`src/rtl/input_line_packer.sv`:
```
// rtl/input_line_packer.sv - packs pixel samples into 72-bit lines and sequences a block of lines
module input_line_packer #(
   parameter int PIXEL_W         = 8,
   parameter int PIXELS_PER_LINE = 9,
   parameter int LINES_PER_BLOCK = 15
) (
   input  logic                               CLK,
   input  logic                               RST_ASYNC,
   input  logic                               START,
   input  logic                               HOLD,
   input  logic                               PIX_VALID,
   input  logic [PIXEL_W-1:0]                 PIX_IN,
   output logic                               PIX_READY,
   output logic                               LINE_WRITE_EN,
   output logic [PIXEL_W*PIXELS_PER_LINE-1:0] LINE_DATA,
   output logic [3:0]                         LINE_IDX,
   output logic                               BUSY,
   output logic                               BLOCK_DONE
);

   localparam int LINE_W = PIXEL_W * PIXELS_PER_LINE;

   typedef enum logic [1:0] {IDLE, FILL, EMIT, DONE} state_t;

   state_t     state;
   logic [3:0] pix_cnt;

   assign PIX_READY     = (state == FILL);
   assign LINE_WRITE_EN = (state == EMIT) && !HOLD;

   always_ff @(posedge CLK or posedge RST_ASYNC) begin
      if (RST_ASYNC) begin
         state      <= IDLE;
         pix_cnt    <= 4'd0;
         LINE_DATA  <= '0;
         LINE_IDX   <= 4'd0;
         BUSY       <= 1'b0;
         BLOCK_DONE <= 1'b0;
      end else begin
         case (state)
            IDLE: begin
               if (START) begin
                  pix_cnt  <= 4'd0;
                  LINE_IDX <= 4'd0;
                  BUSY     <= 1'b1;
                  state    <= FILL;
               end
            end
            FILL: begin
               // Shifting left means the oldest sample ends up in the top byte.
               if (PIX_VALID) begin
                  LINE_DATA <= {LINE_DATA[LINE_W-PIXEL_W-1:0], PIX_IN};
                  if (pix_cnt == 4'(PIXELS_PER_LINE - 1)) begin
                     pix_cnt <= 4'd0;
                     state   <= EMIT;
                  end else begin
                     pix_cnt <= pix_cnt + 4'd1;
                  end
               end
            end
            EMIT: begin
               if (!HOLD) begin
                  if (LINE_IDX == 4'(LINES_PER_BLOCK - 1)) begin
                     BLOCK_DONE <= 1'b1;
                     state      <= DONE;
                  end else begin
                     LINE_IDX <= LINE_IDX + 4'd1;
                     state    <= FILL;
                  end
               end
            end
            DONE: begin
               BLOCK_DONE <= 1'b0;
               BUSY       <= 1'b0;
               state      <= IDLE;
            end
            default: state <= IDLE;
         endcase
      end
   end

endmodule

```
`config.mk`:
```
export PLATFORM = sky130hd
export DESIGN_NAME = input_line_packer
export DESIGN_NICKNAME = d
export VERILOG_FILES = /design/src/rtl/input_line_packer.sv
export SDC_FILE = /design/constraint.sdc
export NUM_CORES = 1
export LEC_CHECK = 0
export CORE_MARGIN = 8
export CORE_UTILIZATION = 49
export CTS_BUF_LIST = sky130_fd_sc_hd__clkbuf_2 sky130_fd_sc_hd__clkbuf_4 sky130_fd_sc_hd__clkbuf_8
export CTS_CLUSTER_SIZE = 40
export DETAILED_ROUTE_END_ITERATION = 8
export PLACE_DENSITY = 0.89
export RECOVER_POWER = 50
export SLEW_MARGIN = 20
export SYNTH_ARGS = -nofsm -noshare
export SYNTH_HDL_FRONTEND = slang
export SYNTH_SLANG_ARGS = --single-unit
```
`constraint.sdc`:
```
create_clock -name CLK -period 3.3 [get_ports CLK]
set_input_delay 0.495 -clock CLK [delete_from_list [all_inputs] [get_ports CLK]]
set_output_delay 0.495 -clock CLK [all_outputs]
set_load 0.05 [all_outputs]
```
==> results.ini <==
[clock_tree]
cts_made_buffers=9
cts_root_buf=clkbuf_8
cts_tree=yes
htree_num_levels=3
holdBufCountCts=0
cts_setup_buffers=0
clk_path_buf_depth=2
cts.clk_slew.worst_paths_ns=0.08
cts_sinks=84
insertion_delay_ns=0.34
cts-resized-gates=0

[layout]
final_area_um2=4530
multi_input_area_um2=1180
nets=337
seqCellArea_um2=2100
fillers=487
areaGrowthSynthToFinish_pct=34.3
antenna_cells=0
final_cells=405
drive_above_1_share_pct=28.9

[placement]
dp_hpwl_um=4980
globalplace.congestion=0.877
placed_cell_area_um2=4350
post-place-ws_ns=0.599
place_inst=389
numPortBuffers=92

[yosys]
avgSynthCellArea_um2=15.1
ys_types=31
synth_xor_area_share_pct=0
synth_top_flop_cell=dfrtp_1
synth_compound_area_share_pct=5.64
synth_edf_count=0
synth_top_area_share_pct=62.3
yosysWarnings=0
ys_ff_latch=84
synthSimpleGateAreaFrac_pct=3.26
synthTopCellsByArea=dfrtp_1 62%, mux2_2 24%, buf_4 1.6%, ha_1 1.5%, o21ai_0 0.89%
syn-num-nets=241
synth_top_family_by_area=multiplexers
synth_fa_ha_area_share_pct=1.48
seq_area_frac_synth_pct=62.3
yosysMostFrequentCell=dfrtp_1
synth_commonest_cells=84 x dfrtp_1, 72 x mux2_2, 8 x inv_1
synthArstFlopShare_pct=100
synth_area_leader_cell=dfrtp_1
synth_area_um2=3370
synth_mux_area_share_pct=24.6
netlist_instances=224

[floorplan]
die_w_um=99.0
core-area_um2=6720
die_h_um=99.0
dieArea_um2=9800
rows=30
io_pins=93
start_util_pct=50.2

[global_routing]
grt_pass1_vias=2221
grt_max_degree=74
antenna_found_initial=0
track_usage_pct=14.2
grt_pass1_wl_um=11100
grt.overflow.total=0

[drt]
vias=2128
drt_iter0_markers=59
wirelength_met1_um=2720
ant_nets=0
drt_wl_total_um=6840
routed-wl-met2_um=3430
drcViolationCount=0
top_layer_used=met4
wl_met3_um=576
avgViaCountPerCell=5.25
routedWlPerCell_um=16.9
drtPass1Iterations=4

[timing]
finalCritPeriodShare_pct=83.2
drv_slew=39
worst_slack_ns=0.556
hold_viol=0
fin_worst_skew_ns=0.0133
fmax_mhz=364
slew_headroom_pct=-2.84
setup_tns_ns=0
worst_pin_slew_ns=1.53
rsz0062_at_grt=no
period_needed_ns=2.74
finalSetupViolCount=0

[worst_setup_path]
reg2reg_slack_ns=1.11
critPathLaunch=state[1]
critPathCapture=LINE_WRITE_EN
required_ns=2.80
cp-end-kind=primary output
crit_arrival_ns=2.25
r2r-end=LINE_DATA[47]
worstSetupPathType=flip-flop to primary output
start_kind=flip-flop
reg2reg_depth=3
worstPathMaxFanout=16
rr_startpoint=state[1]

[hold_path]
hold_path_class=flip-flop to flip-flop
hold_depth=1

[outcome]
violations=capacitance limit, slew limit
status=finished, violations left

[job]
maxCapViolCount=1

[kinds of logic after synthesis]
| logic type | after synthesis |
|---|---|
| flip-flops | 84 |
| multiplexers | 74 |
| AO/OA/AOI/OAI | 27 |
| AND/OR/NAND/NOR | 18 |
| buffers and inverters | 17 |
| adder cells (fa/ha/maj) | 4 |
[critical path: stages (launching register included)]
cell and delay [ns]:
dfrtp_1 0.62, nor3b_1 0.40, clkdlybuf4s50_1 0.89
[per-layer routing]
layer / GRT usage, % / vias up
li1: - / 1013
met4: 6.49 / 0
met5: 0 / -
met3: 6.34 / 9
met1: 15.4 / 1045
met2: 23.5 / 61
[layout make-up]
| class | instances | area share (%) |
|---|---|---|
| flip-flops and latches | 84 | 46.4 |
| multi-input cells | 123 | 26.1 |
| repair buffers | 94 | 20.6 |
| clock buffers | 10 | 3.04 |
| well taps | 80 | 2.21 |
| clock inverters | 6 | 1.02 |
| inverters | 8 | 0.691 |
[flip-flops by register name, summed over array words and instances (netlist names)]
register / flops
BLOCK_DONE: 1
BUSY: 1
LINE_DATA: 72
LINE_IDX: 4
pix_cnt: 4
state: 2
[metrics by stage]
stage	hold WS, ns	utilization (%)
floorplan	0.501	-
global placement	0.487	64.7
detailed placement	0.493	64.7
CTS	0.510	67.5
global route	0.526	67.4
finish	0.502	67.4
[how the worst min path moves through the flow]
stage	slack, ns	to	startpoint
floorplan	0.50	pix_cnt[0]	pix_cnt[0]
global placement	0.49	LINE_DATA[66]	LINE_DATA[66]
detailed placement	0.49	LINE_DATA[69]	LINE_DATA[69]
CTS	0.51	LINE_DATA[69]	LINE_DATA[69]
global route	0.53	LINE_DATA[67]	LINE_DATA[67]
finish	0.50	LINE_DATA[69]	LINE_DATA[69]
[cell usage in the layout, fill, tap and decap left out, types with 2 or more instances in the layout]
master           netlist  layout
o2111ai_1              2       2
clkdlybuf4s50_1        0      61
nor3b_1                2       2
o21ai_0                6       6
mux2_2                72      72
dfrtp_1               84      84
o22ai_1                2       2
o2bb2ai_1              2       2
clkbuf_2               0       2
dlygate4sd3_1          0      31
ha_1                   4       4
clkinvlp_4             0       2
inv_1                  8       7
clkbuf_8               0      10
inv_6                  0       2
o311ai_0               3       3
nand2b_1               4       4
a21oi_1                2       2
a221oi_1               2       2
nand2_1                4       4
mux2i_1                2       2
a31oi_1                3       3
Power is left out: the tool's default activity adds up to more than one toggle a clock period on the data nets, which glitch-free logic cannot reach.
